==> src/rtl/usb_handshake_tx.sv <==
// Bit-serial USB handshake transmitter (SYNC, PID, EOP, J); define USB_HS_TX_NRZI_EN to NRZI-encode txBit.
// Latency: busy rises 1 clock after acceptance; the line starts on the first bitStrobe after that.
// Backpressure: none; sendReq while busy or during the done pulse is dropped, never queued.
module usb_handshake_tx #(
    parameter int SYNC_LEN = 8,
    parameter int EOP_BITS = 2
) (
    input  logic       useClk,
    input  logic       nRst,
    input  logic       bitStrobe,
    input  logic       sendReq,
    input  logic [1:0] pidSel,
    output logic       busy,
    output logic       txBit,
    output logic       txOE,
    output logic       txEop,
    output logic       done
);
    localparam int CW = $clog2(SYNC_LEN + 8 + EOP_BITS + 1) + 1;
    localparam logic [CW-1:0] SYNC_LAST = CW'(SYNC_LEN - 1);
    localparam logic [CW-1:0] SYNC_PRE  = CW'(SYNC_LEN - 2);
    localparam logic [CW-1:0] PID_LAST  = CW'(7);
    localparam logic [CW-1:0] EOP_LAST  = CW'(EOP_BITS - 1);

    typedef enum logic [2:0] {
        S_IDLE, S_ARMED, S_SYNC, S_PID, S_EOP, S_JBIT
    } state_t;

    state_t        state_q, state_d;
    logic [CW-1:0] cnt_q, cnt_d;
    logic [7:0]    pid_q, pid_d;
    logic          busy_q, busy_d;
    logic          bit_q, bit_d;
    logic          oe_q, oe_d;
    logic          eop_q, eop_d;
    logic          done_q, done_d;
    logic          accept;
    logic          load_bit;
    logic          data_bit;
    logic [2:0]    pid_idx;

    // done_q blocks acceptance so a request coincident with the done pulse is dropped
    assign accept  = sendReq && !busy_q && !done_q && (state_q == S_IDLE);
    assign pid_idx = cnt_q[2:0] + 3'd1;

    always_ff @(posedge useClk or negedge nRst) begin
        if (!nRst) begin
            state_q <= S_IDLE;
            cnt_q   <= '0;
            pid_q   <= '0;
            busy_q  <= 1'b0;
            bit_q   <= 1'b1;
            oe_q    <= 1'b0;
            eop_q   <= 1'b0;
            done_q  <= 1'b0;
        end else begin
            state_q <= state_d;
            cnt_q   <= cnt_d;
            pid_q   <= pid_d;
            busy_q  <= busy_d;
            bit_q   <= bit_d;
            oe_q    <= oe_d;
            eop_q   <= eop_d;
            done_q  <= done_d;
        end
    end

    always_comb begin
        state_d = state_q;
        cnt_d   = cnt_q;
        pid_d   = pid_q;
        case (state_q)
            S_IDLE: if (accept) begin
                state_d = S_ARMED;
                cnt_d   = '0;
                case (pidSel)
                    2'b00:   pid_d = 8'hD2;
                    2'b01:   pid_d = 8'h5A;
                    2'b10:   pid_d = 8'h1E;
                    default: pid_d = 8'h96;
                endcase
            end
            S_ARMED: if (bitStrobe) begin
                state_d = S_SYNC;
                cnt_d   = '0;
            end
            S_SYNC: if (bitStrobe) begin
                if (cnt_q == SYNC_LAST) begin
                    state_d = S_PID;
                    cnt_d   = '0;
                end else begin
                    cnt_d = cnt_q + CW'(1);
                end
            end
            S_PID: if (bitStrobe) begin
                if (cnt_q == PID_LAST) begin
                    state_d = S_EOP;
                    cnt_d   = '0;
                end else begin
                    cnt_d = cnt_q + CW'(1);
                end
            end
            S_EOP: if (bitStrobe) begin
                if (cnt_q == EOP_LAST) begin
                    state_d = S_JBIT;
                    cnt_d   = '0;
                end else begin
                    cnt_d = cnt_q + CW'(1);
                end
            end
            S_JBIT: if (bitStrobe) begin
                state_d = S_IDLE;
                cnt_d   = '0;
            end
            default: begin
                state_d = S_IDLE;
                cnt_d   = '0;
            end
        endcase
    end

    always_comb begin
        busy_d   = busy_q;
        bit_d    = bit_q;
        oe_d     = oe_q;
        eop_d    = eop_q;
        done_d   = 1'b0;
        load_bit = 1'b0;
        data_bit = 1'b0;
        case (state_q)
            S_IDLE: if (accept) busy_d = 1'b1;
            S_ARMED: if (bitStrobe) begin
                oe_d     = 1'b1;
                load_bit = 1'b1;
            end
            S_SYNC: if (bitStrobe) begin
                load_bit = 1'b1;
                data_bit = (cnt_q == SYNC_LAST) ? pid_q[0] : (cnt_q == SYNC_PRE);
            end
            S_PID: if (bitStrobe) begin
                if (cnt_q == PID_LAST) begin
                    eop_d = 1'b1;
                end else begin
                    load_bit = 1'b1;
                    data_bit = pid_q[pid_idx];
                end
            end
            S_EOP: if (bitStrobe && (cnt_q == EOP_LAST)) begin
                eop_d = 1'b0;
                bit_d = 1'b1;
            end
            S_JBIT: if (bitStrobe) begin
                oe_d   = 1'b0;
                busy_d = 1'b0;
                done_d = 1'b1;
                bit_d  = 1'b1;
            end
            default: ;
        endcase
        // bit_q doubles as the NRZI line level; JBIT and reset bring it back to 1
        if (load_bit) begin
`ifdef USB_HS_TX_NRZI_EN
            bit_d = data_bit ? bit_q : ~bit_q;
`else
            bit_d = data_bit;
`endif
        end
    end

    assign busy  = busy_q;
    assign txBit = bit_q;
    assign txOE  = oe_q;
    assign txEop = eop_q;
    assign done  = done_q;
endmodule

==> config.mk <==
export PLATFORM = sky130hd
export DESIGN_NAME = usb_handshake_tx
export DESIGN_NICKNAME = d
export VERILOG_FILES = /design/src/rtl/usb_handshake_tx.sv
export SDC_FILE = /design/constraint.sdc
export NUM_CORES = 1
export LEC_CHECK = 0
export BUFFER_PORTS_ARGS = -buffer_cell sky130_fd_sc_hd__buf_2
export CAP_MARGIN = 20
export CORE_UTILIZATION = 25
export DETAILED_ROUTE_END_ITERATION = 6
export PLACE_DENSITY = 0.4
export RECOVER_POWER = 25
export SLEW_MARGIN = 20
export SYNTH_ARGS = -nofsm -noshare
export SYNTH_HDL_FRONTEND = slang
export SYNTH_SLANG_ARGS = --single-unit
==> constraint.sdc <==
create_clock -name useClk -period 3.5 [get_ports useClk]
set_input_delay 0.525 -clock useClk [delete_from_list [all_inputs] [get_ports useClk]]
set_output_delay 0.525 -clock useClk [all_outputs]
set_load 0.05 [all_outputs]
* After elaboration in Yosys (flattened, before gate mapping)
Cells that the tools add are included.
Storage, ports and cells: register bits after elaboration 22, input bits 6, output and inout port bits 5, logic and storage cells 99
Operators by class: $add $sub $neg 2, $lt $le $gt $ge 1, eq/ne operators 24, multiplexer cells 42, reductions and logical operators 22
Operators with widths (number):
- two-way mux 6 bit | 6
- two-way mux 3 bit | 9
- case mux 6 bit (4 select lines) | 1
- case mux 8 bit (3 select lines) | 1
- inequality test 2 bit, second input constant | 10
- case mux 3 bit (6 select lines) | 1
- two-way mux 1 bit | 17
- == test 6 x 3 -> 1 bit, second input constant | 2
- case mux 1 bit (2 select lines) | 6
- AND reduction 3 bit | 3
- AND reduction 9 bit | 1
- AND reduction 4 bit | 2
- adder 6 x 1 -> 6 bit, second input constant | 1
- == test 3 x 2 -> 1 bit, second input constant | 2
- == test 3 bit, second input constant | 2
- == test 6 x 1 -> 1 bit, second input constant | 1
- inequality test 3 bit, second input constant | 2
- nonzero test 2 bit | 3
- OR reduction 2 bit | 3
- logical AND 1 bit | 4
- less-than comparator 3 x 4 -> 1 bit, second input constant | 1
- inequality test 2 x 1 -> 1 bit, second input constant | 2
- adder 3 x 1 -> 3 bit, second input constant | 1
- binary-select mux 1 bit (select 3 bit) | 1
- 8 further kinds | 9

* Longest topological paths before layout
Gate-level depths: netlist (run 1).
depth in word-level cells 7, gate-level depth with buffers 7, mapped depth without buffers 7

* Worst setup path after synthesis (run 1)
OpenSTA, ideal clock, no wires.
path type input-to-reg, from input bitStrobe, to register state_q[0], arrival 1.620 ns, data required time 3.372 ns, path slack 1.752 ns, cell stages on the path 5, buffers on the path 1, cell sequence clkbuf_1 -> or3_1 -> o221ai_4 -> nor2_1 -> mux2_1
Between the ends: longest elaborated chain between the ends 2, elaborated cells between the ends (all ways) 6
RTL lines:
- start: declaration | RTL line 10 | input logic bitStrobe,
- inequality test 2 bit (no line)
- AND reduction 9 bit (no line) (*)
- end signal: assignment | RTL line 57 | state_q <= state_d;
- end: declaration | RTL line 29 | state_t state_q, state_d;
Mark *: on every way between the ends. The rest lies on a longest branch, timed or not. A chain may end at the register's enable or synchronous reset.

* Worst setup path in the final report (run 1)
from register cnt_q[0], to register bit_q, in the netlist txBit
Between the ends: longest elaborated chain between the ends 7, elaborated cells between the ends (all ways) 20
RTL lines:
- start: declaration | RTL line 30 | logic [CW-1:0] cnt_q, cnt_d;
- start signal: assignment | RTL line 58 | cnt_q <= cnt_d;
- adder 3 x 1 -> 3 bit | RTL line 44 | assign pid_idx = cnt_q[2:0] + 3'd1;
- binary-select mux 1 bit (select 3 bit) | RTL line 145 | data_bit = pid_q[pid_idx];
- two-way mux 1 bit (implied by the code) | RTL line 145
- two-way mux 1 bit | RTL line 141 | if (cnt_q == PID_LAST) begin
- two-way mux 1 bit | RTL line 140 | S_PID: if (bitStrobe) begin
- case mux 1 bit (2 select lines) | RTL line 130 | case (state_q)
- two-way mux 1 bit | RTL line 161 | if (load_bit) begin
- end signal: assignment | RTL line 61 | bit_q <= bit_d;
- end: declaration | RTL line 33 | logic bit_q, bit_d;
Parallel ways exist; a longest one is shown, timed or not. The select of a mux whose other input is x is not followed.

==> run metrics, run 1 <==
worst path cell trace ha_1 > xnor2_1 > nor3b_1 > o31ai_1 > a2111oi_0 > a211oi_1; DP Worst Slack 1.43 ns; dpl hpwl 1.82 mm; worst slew pin tran 1.04 ns; post-synthesis cell type count 40; largest net degree at the start of global routing 20; RSZ-0062 raised after global routing false; CTS buffer count 3; 1st-pass router iterations 6; Starting Density 26.8%; post-placement cell count 177; setup violators final 0; input/output buffers 10; die area 5070 um^2; Via density 4.80; syn nets 135; Total GRT Usage 11.5%; Fin Clk Skew 0.00159 ns; crit-path max cell delay 0.57 ns; number of synthesized flops with an enable pin 0; Leak 0.596 nW; Achievable Freq 469 MHz; Max FO, Critical Path 6; Syn Inst Count 122; critical path launch point type register; Main synth FF type dfrtp_1; Slew Viols, Final 0; GP Congestion 0.806; Num Clock Sinks 19; yosys warns 0; Slew headroom 30.7%; Rows 24; TritonCTS clock tree yes; DRT iter0 DRCs 74; drt drc 2; Ports 11; Fin. Hold Viols 0; Clock transition at path regs 0.07 ns; Seq cells post-synth 19; sequential area share after synthesis 39.8%; hold_ws 0.430 ns; Max clock buf depth 2; gr ovfl total 0; most common cell after layout, fill and taps aside dfrtp_1; Min-Delay Path Class in2async; Max H-tree Level 1; initial antenna violation count 0; Finished Layout Cells 181; Placed Instance Area 1270 um^2; nets@finish 143; commonest non-fill, non-tap cells in the layout dfrtp_1 (18), nor2_1 (14), buf_2 (9), nand2_1 (8); first-pass GRT wire length 4.49 mm; fillers 468; fraction of layout cells with a size suffix above 1 16.3%; total number of vias 868; Mapped Area 1200 um^2; final period demand of the worst path 2.13 ns; WP data arrival 2.29 ns; final wirelength 2.50 mm; ANT cells 0; status complete, but fails checks; critical path required time 3.66 ns; clock latency on the worst-skew pair 0.25 ns; post-CTS setup buffer count 0; antenna-violating nets left 0; TNS Setup 0 ns; core area 4470 um^2; family with the most delay on the worst path compound AO/OA/AOI/OAI gates; syn avg cell area 9.81 um^2; PD cells 788 nW/um^2; Bufs and invs on worst path 0; Slowest cell on crit path a2111oi_0; Die Y 71.2 um; Die Width 71.2 um; post-CTS resize count 0; violated checks DRC; asr flop ratio synth 100%; max-cap violations 0; Area Growth Syn to Fin 9.82%; # hold bufs at CTS 0; CTS Root Cell clkbuf_8; Peak VDD IR 0.000173 V; final instance area 1320 um^2; CP endpoint kind register; worst setup margin 1.37 ns; CP Class reg2reg; Routed WL per cell 13.8 um; vias in the first global route 940; fin crit share 61.0%
## registers in the layout, summed over array words and instances (netlist names)
signal and cells:
busy 1, txEop 1, pid_q 5, cnt_q 6, txOE 1, txBit 1, state_q 3, done 1
## per-layer routing
layer | GRT usage, % | vias up | routed length (um)
met5 | 0 | - | 0
met4 | 5.11 | 0 | 25
met3 | 2.28 | 2 | 66
met2 | 19.4 | 10 | 1170
met1 | 14.3 | 408 | 1240
li1 | - | 448 | -
## cells in the mapped netlist (2+ instances only)
library cell  number  area, um^2
a21o_1             3        22.5
a21oi_1            5        25.0
a22o_1             4        35.0
a311oi_1           2        17.5
a31oi_1            2        12.5
and3_1             2        12.5
buf_2              3        15.0
clkbuf_1           2        7.51
dfrtp_1           18         450
ha_1               7        87.6
inv_1              7        26.3
mux2_4             2        30.0
nand2_1            8        30.0
nand2b_1           4        25.0
nand3_1            2        10.0
nor2_1            14        52.6
nor3_1             3        15.0
nor3b_1            2        15.0
o21ai_0            6        30.0
o31ai_1            4        30.0
or3_1              3        18.8
## final cells by class
class / instances / area [um^2] / area share (%)
tap: 52 / 65.1 / 4.95
multi-input combinational: 89 / 653 / 49.7
inverter: 7 / 26.3 / 2.00
timing repair buffer: 10 / 48.8 / 3.71
clock buffer: 4 / 45.0 / 3.43
sequential: 19 / 477 / 36.3
## metrics by stage
stage	utilization, %	total power (W)
6_report	29.4	0.00104
5_1_grt	29.4	0.00113
4_1_cts	29.4	0.00106
3_5_place_dp	28.4	0.000891
3_3_place_gp	28.4	0.000888
2_1_floorplan	-	0.000807
## kinds of logic (layout without fill, tap and decap cells)
family                     after synthesis  count (layout)  share of synthesized area [%]
muxes                                    4               4                           4.28
DFF                                     19              19                           39.8
AOI/OAI and AO/OA                       32              32                           21.6
xor gates and xnor gates                 1               1                          0.732
and+or+nand+nor                         45              45                           20.6
adders and majority gates                7               7                           7.31
buffers and inverters                   14              21                           5.64
## power by group
part | switching, W | leakage, nW | internal, W
Sequential | 0.0000934 | 0.240 | 0.000292
Combinational | 0.000283 | 0.334 | 0.000213
Clock | 0.0000748 | 0.0228 | 0.0000809
Total | 0.000451 | 0.596 | 0.000586
## worst reg2reg max path, cell delays in order (launching register included)
cell and delay [ns]:
dfrtp_1 0.43, ha_1 0.32, xnor2_1 0.29, nor3b_1 0.24
o31ai_1 0.10, a2111oi_0 0.57, a211oi_1 0.09
## final timing paths
kind / to / from / depth (start not counted) / slack [ns]
min in group useClk: pid_q[4]$_DFFE_PN0P_ / pid_q[4]$_DFFE_PN0P_ / 1 / 0.48
worst max register to register: txBit$_DFFE_PN1P_ / cnt_q[0]$_DFFE_PN0P_ / 6 / 1.37
worst min-delay path: done$_DFF_PN0_ / nRst / 1 / 0.43
max in group asynchronous: state_q[1]$_DFFE_PN0P_ / nRst / 1 / 2.45
worst max-delay path: txBit$_DFFE_PN1P_ / cnt_q[0]$_DFFE_PN0P_ / 6 / 1.37
worst min register to register: pid_q[4]$_DFFE_PN0P_ / pid_q[4]$_DFFE_PN0P_ / 1 / 0.48
Note: power is estimated with default switching activity, not from simulation.
==> run 2, diff against run 1 <==
Clock period 3.5 ns to 2.2 ns, I/O delays scaled along.
==> run metrics, run 2 (synthesized netlist as in run 1, its figures left out) <==
input/output buffers 10; # hold bufs at CTS 0; combinational group share of total power 51.2%; P_int 0.000957 W; clock group share of total power 15.0%; gr ovfl total 0; TNS Setup 0 ns; Net Switching 0.000742 W; Ports 11; clock latency on the worst-skew pair 0.26 ns; Largest register FFs 6; fillers 460; status complete, but fails checks; initial antenna violation count 0; Pwr Total 0.00170 W; fin crit share 86.6%; CP Class reg2reg; largest net degree at the start of global routing 20; violated checks DRC; Max FO, Critical Path 12; Net Sw Frac 43.7%; final wirelength 2.51 mm; Rows 24; Via density 4.93; Slew Viols, Final 0; Fin Clk Skew 0.00330 ns; WP data arrival 2.05 ns; core area 4470 um^2; DRT iter0 DRCs 54; Biggest register cnt_q; RSZ-0062 raised after global routing false; Fin. Hold Viols 0; post-CTS resize count 0; Slew headroom 26.7%; Peak VDD IR 0.000252 V; drt drc 2; fraction of layout cells with a size suffix above 1 19.1%; CTS Root Cell clkbuf_8; Total GRT Usage 11.3%; Routed WL per cell 13.7 um; antenna-violating nets left 0; CTS buffer count 3; final period demand of the worst path 1.91 ns; vias in the first global route 877; max-cap violations 0; first-pass GRT wire length 4.36 mm; die area 5070 um^2; critical path required time 2.34 ns; Starting Density 26.8%; setup violators final 0; dpl hpwl 1.83 mm; total number of vias 903; Clock transition at path regs 0.08 ns; Area Growth Syn to Fin 12.0%; critical path launch point type register; ANT cells 0; Die Width 71.2 um; post-CTS setup buffer count 0; Leak 0.606 nW; Seq pwr share 33.8%; Max H-tree Level 1; Max clock buf depth 2; GP Congestion 0.789; Min-Delay Path Class in2async; Die Y 71.2 um; 1st-pass router iterations 6; commonest non-fill, non-tap cells in the layout dfrtp_1 (18), nor2_1 (14), buf_2 (9), nand2_1 (8); Num Clock Sinks 19; most common cell after layout, fill and taps aside dfrtp_1; R2R cell count 5; PD cells 1270 nW/um^2; worst slew pin tran 1.10 ns; Achievable Freq 525 MHz; TritonCTS clock tree yes; largest registers cnt_q: 6 flops, pid_q: 5 flops, state_q: 3 flops; nets@finish 145; CP endpoint kind register
## run 2: cell types whose count changed in the layout (fill, tap and decap cells not counted)
cell,before,now
clkbuf_1,2,1
clkinvlp_4,0,1
buf_4,0,2
xnor2_2,0,1
xnor2_1,1,0
## run 2: final timing paths
path / start / to / slack (ns)
max: state_q[1]$_DFFE_PN0P_ / state_q[0]$_DFFE_PN0P_ / 0.29
min: nRst / busy$_DFFE_PN0P_ / 0.25
max reg2reg: state_q[1]$_DFFE_PN0P_ / state_q[0]$_DFFE_PN0P_ / 0.29
min reg2reg: pid_q[4]$_DFFE_PN0P_ / pid_q[4]$_DFFE_PN0P_ / 0.48
max in group asynchronous: nRst / state_q[0]$_DFFE_PN0P_ / 1.29
min in group useClk: bitStrobe / txEop$_DFFE_PN0P_ / 0.37
## run 2: through the flow
step | cell area (um^2) | cells | util (%) | setup WS [ns] | hold slack, ns
2_1_floorplan | 1200 | 122 | - | 0.468 | 0.0344
6_report | 1340 | 183 | 30.0 | 0.294 | 0.250
3_3_place_gp | 1290 | 179 | 28.7 | 0.283 | 0.307
3_5_place_dp | 1290 | 179 | 28.7 | 0.281 | 0.317
4_1_cts | 1340 | 183 | 29.8 | 0.239 | 0.0280
5_1_grt | 1340 | 183 | 30.0 | 0.0772 | 0.362
## run 2: power by group through the flow
stage / registers, W / logic, W / clock network [W]
2_1_floorplan: 0.000608 / 0.000676 / 0
3_3_place_gp: 0.000580 / 0.000873 / 0
3_5_place_dp: 0.000581 / 0.000863 / 0
4_1_cts: 0.000574 / 0.000869 / 0.000270
5_1_grt: 0.000596 / 0.000963 / 0.000283
6_report: 0.000574 / 0.000870 / 0.000255
## run 2: critical path: stages, from the launching register on
cell and delay, ns:
dfrtp_1 0.50, nand2b_1 0.24, a311oi_1 0.34, or2_1 0.32
nor2_1 0.08, mux2_1 0.32
## run 2: per-layer routing
layer	up-vias	track usage, %	wire length [um]
met4	0	4.67	27
met2	14	18.3	1180
li1	457	-	-
met1	428	14.5	1230
met5	-	0	0
met3	4	2.56	77
## run 2: cell type report
type,count,area [um^2],share of cell area [%]
Inverter,7,26.3,1.96
Multi-Input combinational cell,89,661,49.3
Timing Repair Buffer,12,63.8,4.76
Clock inverter,1,7.51,0.560
Sequential cell,19,477,35.5
Clock buffer,3,41.3,3.08
Tap cell,52,65.1,4.85
